$ cat src/rtl/cpu_multicycle_pkg.sv
// Shared encodings for the multicycle MIPS-subset core: opcodes, functs,
// controller states, ALU controls and the ALU itself.
package lib_cpu;

   localparam int unsigned OP_WIDTH = 6;
   localparam logic [4:0]  REG_ZERO = 5'd0;

   typedef enum logic [OP_WIDTH-1:0] {
      OP_RTYPE = 6'h00,
      OP_J     = 6'h02,
      OP_BEQ   = 6'h04,
      OP_ADDI  = 6'h08,
      OP_LW    = 6'h23,
      OP_SW    = 6'h2B
   } opecode_e;

   typedef enum logic [5:0] {
      FN_ADD = 6'h20,
      FN_SUB = 6'h22,
      FN_AND = 6'h24,
      FN_OR  = 6'h25,
      FN_SLT = 6'h2A
   } funct_e;

   typedef enum logic [3:0] {
      ST_FETCH, ST_DECODE, ST_MEMADR, ST_MEMRD, ST_MEMWB, ST_MEMWR,
      ST_EXEC, ST_ALUWB, ST_ADDIEX, ST_ADDIWB, ST_BRANCH, ST_JUMP, ST_TRAP
   } state_e;

   typedef enum logic [2:0] {
      ALU_AND = 3'b000,
      ALU_OR  = 3'b001,
      ALU_ADD = 3'b010,
      ALU_SUB = 3'b110,
      ALU_SLT = 3'b111
   } alu_ctrl_e;

   function automatic logic funct_valid(input logic [5:0] f);
      case (f)
         FN_ADD, FN_SUB, FN_AND, FN_OR, FN_SLT: return 1'b1;
         default:                               return 1'b0;
      endcase
   endfunction

   function automatic alu_ctrl_e funct_to_alu(input logic [5:0] f);
      case (f)
         FN_SUB:  return ALU_SUB;
         FN_AND:  return ALU_AND;
         FN_OR:   return ALU_OR;
         FN_SLT:  return ALU_SLT;
         default: return ALU_ADD;
      endcase
   endfunction

   function automatic logic [31:0] alu(input alu_ctrl_e c, input logic [31:0] a,
                                       input logic [31:0] b);
      case (c)
         ALU_AND: return a & b;
         ALU_OR:  return a | b;
         ALU_SUB: return a - b;
         ALU_SLT: return {31'b0, $signed(a) < $signed(b)};
         default: return a + b;
      endcase
   endfunction

endpackage

$ cat src/rtl/cpu_multicycle_regfile.sv
// Architectural register file: two combinational reads, one synchronous
// write, synchronous clear; register 0 always reads as zero.
module regfile
   import lib_cpu::*;
#(
   parameter int unsigned NREG = 32,
   localparam int unsigned AW  = $clog2(NREG)
) (
   input  logic          i_clk,
   input  logic          i_reset,
   input  logic [AW-1:0] i_raddr1,
   input  logic [AW-1:0] i_raddr2,
   output logic [31:0]   o_rdata1,
   output logic [31:0]   o_rdata2,
   input  logic          i_we,
   input  logic [AW-1:0] i_waddr,
   input  logic [31:0]   i_wdata
);

   logic [31:0] r_regs [NREG];

   always_ff @(posedge i_clk) begin
      if (i_reset) begin
         r_regs <= '{default: '0};
      end else if (i_we && (i_waddr != AW'(REG_ZERO))) begin
         r_regs[i_waddr] <= i_wdata;
      end
   end

   assign o_rdata1 = (i_raddr1 == AW'(REG_ZERO)) ? '0 : r_regs[i_raddr1];
   assign o_rdata2 = (i_raddr2 == AW'(REG_ZERO)) ? '0 : r_regs[i_raddr2];

endmodule

$ cat src/rtl/cpu_multicycle.sv
// Multicycle core: FSM controller and datapath sharing one req/ready
// memory port, with trap on illegal/unaligned accesses and retire counter.
module cpu_multicycle
   import lib_cpu::*;
#(
   parameter logic [31:0] RESET_PC = 32'h0000_0000,
   parameter int unsigned CNT_W    = 32,
   parameter int unsigned NREG     = 32
) (
   input  logic             clk,
   input  logic             reset,
   output logic             mem_req,
   output logic             mem_we,
   output logic [31:0]      mem_addr,
   output logic [31:0]      mem_wdata,
   input  logic [31:0]      mem_rdata,
   input  logic             mem_ready,
   output logic [31:0]      pc,
   output logic             trap,
   output logic [CNT_W-1:0] instret
);

   localparam int unsigned RA_W = $clog2(NREG);

   state_e           r_state;
   logic [31:0]      r_pc, r_ir, r_mdr, r_a, r_b, r_alu_out;
   logic [31:0]      r_mem_addr, r_mem_wdata;
   logic             r_mem_req, r_mem_we, r_trap;
   logic [CNT_W-1:0] r_instret;

   logic [5:0]  w_op, w_funct;
   logic [4:0]  w_rs, w_rt, w_rd, w_rf_waddr;
   logic [31:0] w_simm, w_ea, w_fetch_pc, w_rd1, w_rd2, w_rf_wdata;
   logic        w_rf_we;

   assign w_op    = r_ir[31:26];
   assign w_rs    = r_ir[25:21];
   assign w_rt    = r_ir[20:16];
   assign w_rd    = r_ir[15:11];
   assign w_funct = r_ir[5:0];
   assign w_simm  = {{16{r_ir[15]}}, r_ir[15:0]};
   assign w_ea    = r_a + w_simm;

   assign w_rf_we    = (r_state == ST_MEMWB) || (r_state == ST_ALUWB) ||
                       (r_state == ST_ADDIWB);
   assign w_rf_waddr = (r_state == ST_ALUWB) ? w_rd : w_rt;
   assign w_rf_wdata = (r_state == ST_MEMWB) ? r_mdr : r_alu_out;

   // Address of the next fetch when an instruction completes; r_pc already holds pc+4.
   always_comb begin
      w_fetch_pc = r_pc;
      if (r_state == ST_BRANCH && r_a == r_b) begin
         w_fetch_pc = r_pc + {w_simm[29:0], 2'b00};
      end else if (r_state == ST_JUMP) begin
         w_fetch_pc = {r_pc[31:28], r_ir[25:0], 2'b00};
      end
   end

   regfile #(.NREG(NREG)) u_rf (
      .i_clk    (clk),
      .i_reset  (reset),
      .i_raddr1 (w_rs[RA_W-1:0]),
      .i_raddr2 (w_rt[RA_W-1:0]),
      .o_rdata1 (w_rd1),
      .o_rdata2 (w_rd2),
      .i_we     (w_rf_we),
      .i_waddr  (w_rf_waddr[RA_W-1:0]),
      .i_wdata  (w_rf_wdata)
   );

   always_ff @(posedge clk) begin
      if (reset) begin
         r_state     <= ST_FETCH;
         r_pc        <= RESET_PC;
         r_ir        <= '0;
         r_mdr       <= '0;
         r_a         <= '0;
         r_b         <= '0;
         r_alu_out   <= '0;
         r_mem_req   <= 1'b1;
         r_mem_we    <= 1'b0;
         r_mem_addr  <= RESET_PC;
         r_mem_wdata <= '0;
         r_trap      <= 1'b0;
         r_instret   <= '0;
      end else begin
         case (r_state)
            ST_FETCH: if (mem_ready) begin
               r_ir      <= mem_rdata;
               r_pc      <= r_pc + 32'd4;
               r_mem_req <= 1'b0;
               r_state   <= ST_DECODE;
            end
            ST_DECODE: begin
               r_a <= w_rd1;
               r_b <= w_rd2;
               case (w_op)
                  OP_LW, OP_SW: r_state <= ST_MEMADR;
                  OP_ADDI:      r_state <= ST_ADDIEX;
                  OP_BEQ:       r_state <= ST_BRANCH;
                  OP_J:         r_state <= ST_JUMP;
                  OP_RTYPE: begin
                     if (funct_valid(w_funct)) begin
                        r_state <= ST_EXEC;
                     end else begin
                        r_state <= ST_TRAP;
                        r_trap  <= 1'b1;
                     end
                  end
                  default: begin
                     r_state <= ST_TRAP;
                     r_trap  <= 1'b1;
                  end
               endcase
            end
            ST_MEMADR: begin
               if (w_ea[1:0] != 2'b00) begin
                  r_state <= ST_TRAP;
                  r_trap  <= 1'b1;
               end else begin
                  r_mem_req   <= 1'b1;
                  r_mem_we    <= (w_op == OP_SW);
                  r_mem_addr  <= w_ea;
                  r_mem_wdata <= r_b;
                  if (w_op == OP_SW) r_state <= ST_MEMWR;
                  else               r_state <= ST_MEMRD;
               end
            end
            ST_MEMRD: if (mem_ready) begin
               r_mdr     <= mem_rdata;
               r_mem_req <= 1'b0;
               r_state   <= ST_MEMWB;
            end
            ST_EXEC: begin
               r_alu_out <= alu(funct_to_alu(w_funct), r_a, r_b);
               r_state   <= ST_ALUWB;
            end
            ST_ADDIEX: begin
               r_alu_out <= r_a + w_simm;
               r_state   <= ST_ADDIWB;
            end
            // Every completing state funnels back into FETCH through one path.
            ST_MEMWB, ST_ALUWB, ST_ADDIWB, ST_BRANCH, ST_JUMP, ST_MEMWR: begin
               if (r_state != ST_MEMWR || mem_ready) begin
                  r_pc       <= w_fetch_pc;
                  r_mem_req  <= 1'b1;
                  r_mem_we   <= 1'b0;
                  r_mem_addr <= w_fetch_pc;
                  r_instret  <= r_instret + 1'b1;
                  r_state    <= ST_FETCH;
               end
            end
            ST_TRAP: r_mem_req <= 1'b0;
            default: begin
               r_state   <= ST_TRAP;
               r_trap    <= 1'b1;
               r_mem_req <= 1'b0;
            end
         endcase
      end
   end

   assign mem_req   = r_mem_req;
   assign mem_we    = r_mem_we;
   assign mem_addr  = r_mem_addr;
   assign mem_wdata = r_mem_wdata;
   assign pc        = r_pc;
   assign trap      = r_trap;
   assign instret   = r_instret;

endmodule

$ cat config.mk
export PLATFORM = sky130hd
export DESIGN_NAME = cpu_multicycle
export DESIGN_NICKNAME = d
export VERILOG_FILES = /design/src/rtl/cpu_multicycle_pkg.sv /design/src/rtl/cpu_multicycle_regfile.sv /design/src/rtl/cpu_multicycle.sv
export SDC_FILE = /design/constraint.sdc
export NUM_CORES = 2
export LEC_CHECK = 0
export CAP_MARGIN = 5
export CORE_MARGIN = 3
export CORE_UTILIZATION = 55
export DETAILED_ROUTE_END_ITERATION = 8
export PLACE_DENSITY = 0.69
export SETUP_SLACK_MARGIN = 0.02
export SYNTH_ARGS = -nofsm -noshare
export SYNTH_HDL_FRONTEND = slang
export SYNTH_SLANG_ARGS = --single-unit
$ cat constraint.sdc
create_clock -name clk -period 3.9 [get_ports clk]
set_clock_uncertainty 0.1 [all_clocks]
set_input_delay 0.39 -clock clk [delete_from_list [all_inputs] [get_ports clk]]
set_output_delay 0.39 -clock clk [all_outputs]
set_load 0.05 [all_outputs]
==> flow_metrics.py <==
metrics = {
    "timing": {
        "rsz0062_at_grt": "no",
        "fin_crit_ns": 3.80,
        "relSlewSlack_pct": 22.7,
        "hold_slack_ns": 0.0814,
        "max_freq_mhz": 263,
        "worst_pin_slew_ns": 1.16,
        "maxSlewViolCount": 0,
        "setup_ws_ns": 0.0993,
        "fin_crit_sh_pct": 97.5,
        "hold_viol_final": 0,
        "setup_viol": 0,
    },
    "clock_network": {
        "postCtsSetupBuffers": 0,
        "clock-sinks": 1319,
        "root_buffer": "clkbuf_16",
        "htree_num_levels": 4,
        "clk_pin_slew_ns": 0.07,
        "clk_latency_ns": 0.80,
        "clockBufferDepth": 3,
        "cts_made_buffers": 146,
        "cts_tree": "yes",
    },
    "die": {
        "die_w_um": 365,
        "rows": 130,
        "core_area_um2": 127000,
        "die_y_um": 365,
        "initial_core_util_pct": 55.9,
        "pin_count": 166,
        "die-area_um2": 133000,
    },
    "setup_path": {
        "r2r-end": "r_alu_out[30]",
        "arrival_ns": 4.38,
        "r2r_start": "r_b[2]",
        "slowest_delay_ns": 0.43,
        "rr_worst_depth": 13,
        "crit_required_ns": 4.48,
        "cp-end-kind": "flip-flop",
        "critical_path.startpoint_type": "flip-flop",
        "r2r_slack_ns": 0.1,
        "path_cells": "inv_1, ha_1, nor2b_1, o31ai_2, a21oi_1, o41ai_2, buf_4, o22ai_2, a311oi_2, xor2_1, nor2_1, o31ai_2, a21oi_1",
        "worst_path_max_delay_cell": "dfxtp_1",
        "path_max_fanout": 10,
        "worstSetupPathType": "reg2reg",
    },
    "yosys": {
        "seq_area_frac_synth_pct": 37.3,
        "avgSynthCellArea_um2": 9.39,
        "synth_area_um2": 70700,
        "yosys_register_bits": 1319,
        "synthFlopType": "dfxtp_1",
        "synth_cells": 7526,
        "synth-warning-count": 0,
        "async_flop_share_pct": 0,
        "synth-edff-count": 0,
        "synth_nets": 7723,
        "synth.distinct_cells": 94,
    },
    "place": {
        "dp_cells": 8989,
        "place_worst_setup_slack_ns": -0.237,
        "io_buffer_count": 165,
        "hpwl_um": 177000,
        "gp_congestion": 1.00,
    },
    "worst_hold_path": {
        "min_path_cells": 3,
        "holdCritPathClass": "in2reg",
        "hold_path.startpoint": "mem_rdata[3]",
        "whs_endpoint": "r_mdr[3]",
    },
    "finish": {
        "fin_nets": 7685,
        "fin_cells": 9248,
        "syn2layout_area_growth_pct": 14.4,
        "largest_register": "u_rf.r_regs",
        "largest_reg_flops": 1024,
        "drive_gt1_share_pct": 17.5,
    },
    "drt": {
        "drc": 0,
        "drtIter0Drc": 7739,
        "wirelength_um": 272000,
        "wl_per_cell_um": 29.4,
        "ant_nets": 0,
        "via_per_inst": 6.88,
        "num_vias": 63600,
        "drt_pass1_iterations": 8,
    },
    "flow_run": {
        "max_cap_viol_count": 0,
    },
    "run_status": {
        "status": "finished clean",
    },
    "pwr": {
        "p_leak_nw": 26.0,
        "power.density_nw_per_um2": 510,
        "ir_drop_mv": 0.444,
        "power_mw": 41.3,
    },
    "global_route": {
        "groute.usage.overall_pct": 40.1,
        "grt_max_degree": 164,
        "grt_pass1_wl_um": 400000,
        "grt_overflow": 0,
        "grt_antenna_before_repair": 21,
        "grt_pass1_vias": 60400,
    },
}
## cells in the final DEF, fill, tap and decap left out, types with 15 or more instances in the layout
cell,n
mux2_2,63
mux2i_1,240
nor2_1,1287
clkdlybuf4s50_1,164
o22ai_1,63
a21o_1,43
mux4_2,460
a21oi_1,379
dfxtp_1,1304
a221oi_1,80
and3_1,27
mux2i_4,21
nor3_1,69
nand4_1,20
buf_12,76
a211oi_1,1088
or3_1,15
inv_1,153
clkinv_2,21
o221ai_1,55
a31oi_1,25
nand2_1,376
clkbuf_1,33
ha_1,158
xnor2_1,47
xor2_1,48
clkbuf_16,149
nor2b_1,50
nand2b_1,56
o21ai_0,140
buf_4,341
o21bai_1,17
nor4_1,18
a22oi_1,42
clkbuf_8,27
nor2_4,32
nand3_1,66
o211ai_1,54
## worst max path at each step
| stage | start | to | slack [ns] | cells past startpoint |
|---|---|---|---|---|
| floorplan | r_ir[15] | mem_addr[30] | 0.48 | 12 |
| global placement | r_a[2] | r_alu_out[30] | -0.27 | 13 |
| detailed placement | r_a[2] | r_alu_out[30] | -0.24 | 13 |
| CTS | r_b[0] | r_alu_out[30] | 0.03 | 14 |
| global route | r_b[7] | r_alu_out[20] | 0.01 | 14 |
| finish | r_b[2] | r_alu_out[30] | 0.1 | 13 |
## kinds of logic (layout without fill, tap and decap cells)
logic type | count (synthesis) | in the layout | share of synthesized area (%)
DFF | 1319 | 1319 | 37.3
adders and majority gates | 163 | 163 | 2.92
muxes | 795 | 795 | 19.5
buffers and inverters | 924 | 992 | 5.32
xor gates and xnor gates | 95 | 95 | 1.18
and+or+nand+nor | 2091 | 2091 | 12.5
AOI/OAI and AO/OA | 2139 | 2139 | 21.2
other | 0 | 4 | 0
## synthesized netlist by cell type (7+ instances only)
library cell  count  area share [%]
nor2_2           21            0.19
dfxtp_1        1319              37
mux2_2           63             1.0
nand2_1         379             2.0
nor3_1           74            0.52
a221o_1          10            0.14
nor2b_1          53            0.47
a21oi_1         380             2.7
or3_1            17            0.15
and3_1           28            0.25
nand3_1          67            0.47
nor4_1           19            0.17
o31ai_1          14            0.15
inv_1           153            0.81
o21bai_1         18            0.19
and4_1            8           0.099
buf_2           164             1.2
buf_4             7           0.074
or2_2             7           0.062
nor2_1         1300             6.9
nand4_1          20            0.18
ha_1            158             2.8
o21ai_1          10           0.071
o22ai_1          66            0.58
xnor2_1          47            0.58
a22oi_1          42            0.45
o21a_1           10            0.11
o211ai_1         54            0.57
a21o_1           43            0.46
a221oi_1         82             1.0
nand2b_1         56            0.50
o21ai_0         141             1.0
o221ai_1         55            0.68
a211o_1           8           0.099
a31oi_1          25            0.22
mux2i_1         272             3.9
and2_1            9           0.080
buf_1            32            0.17
buf_6             8            0.13
mux4_2          460              15
clkbuf_1        558             3.0
a21boi_0          7           0.074
a311oi_1         11            0.14
xor2_1           48            0.59
a211oi_1       1088              12
## area by class of cell
type / count / area [um^2]
diodes: 4 / 10.0
clock buffers: 209 / 4220
clock inverters: 45 / 603
fillers: 10500 / 45600
inverters: 154 / 578
multi-input cells: 5283 / 41200
flip-flops and latches: 1319 / 26400
well taps: 1650 / 2060
repair buffers: 584 / 5760
## worst max-delay path: cells and delay by family (launching register included)
kind	cells	cell delay, ns
AOI/OAI and AO/OA	7	1.89
adders and majority gates	1	0.42
buffers and inverters	2	0.32
DFF	1	0.43
and+or+nand+nor	2	0.29
xor gates and xnor gates	1	0.23
## per-layer routing
metal	global-route usage, %	vias up	wire length (um)
li1	-	28000	-
met1	54.1	31100	109000
met5	0	-	103
met4	20.3	16	15400
met2	60.4	3691	118000
met3	9.43	814	29800
## where the power goes
part           leakage, nW  internal, mW  switching [mW]
registers             10.6          13.9           0.750
clock network         2.37          8.22            5.92
logic                 13.0          4.17            8.32
total                 26.0          26.3            15.0
## stage by stage
stage / TNS [ns] / instance area (um^2) / utilization (%)
finish: 0 / 80900 / 63.9
global route: 0 / 80900 / 63.9
CTS: 0 / 80900 / 63.9
detailed placement: -0.237 / 76000 / 60.1
global placement: -0.269 / 76000 / 60.1
floorplan: 0 / 70700 / -
## timing repair
item,4_1_cts,5_1_grt
hold endpoints to repair,9,0
endpoints found under the setup margin,1,5
pin swaps,0,1
hold buffers,1,0
resized for setup,4,8
Note: power is estimated with default switching activity, not from simulation.
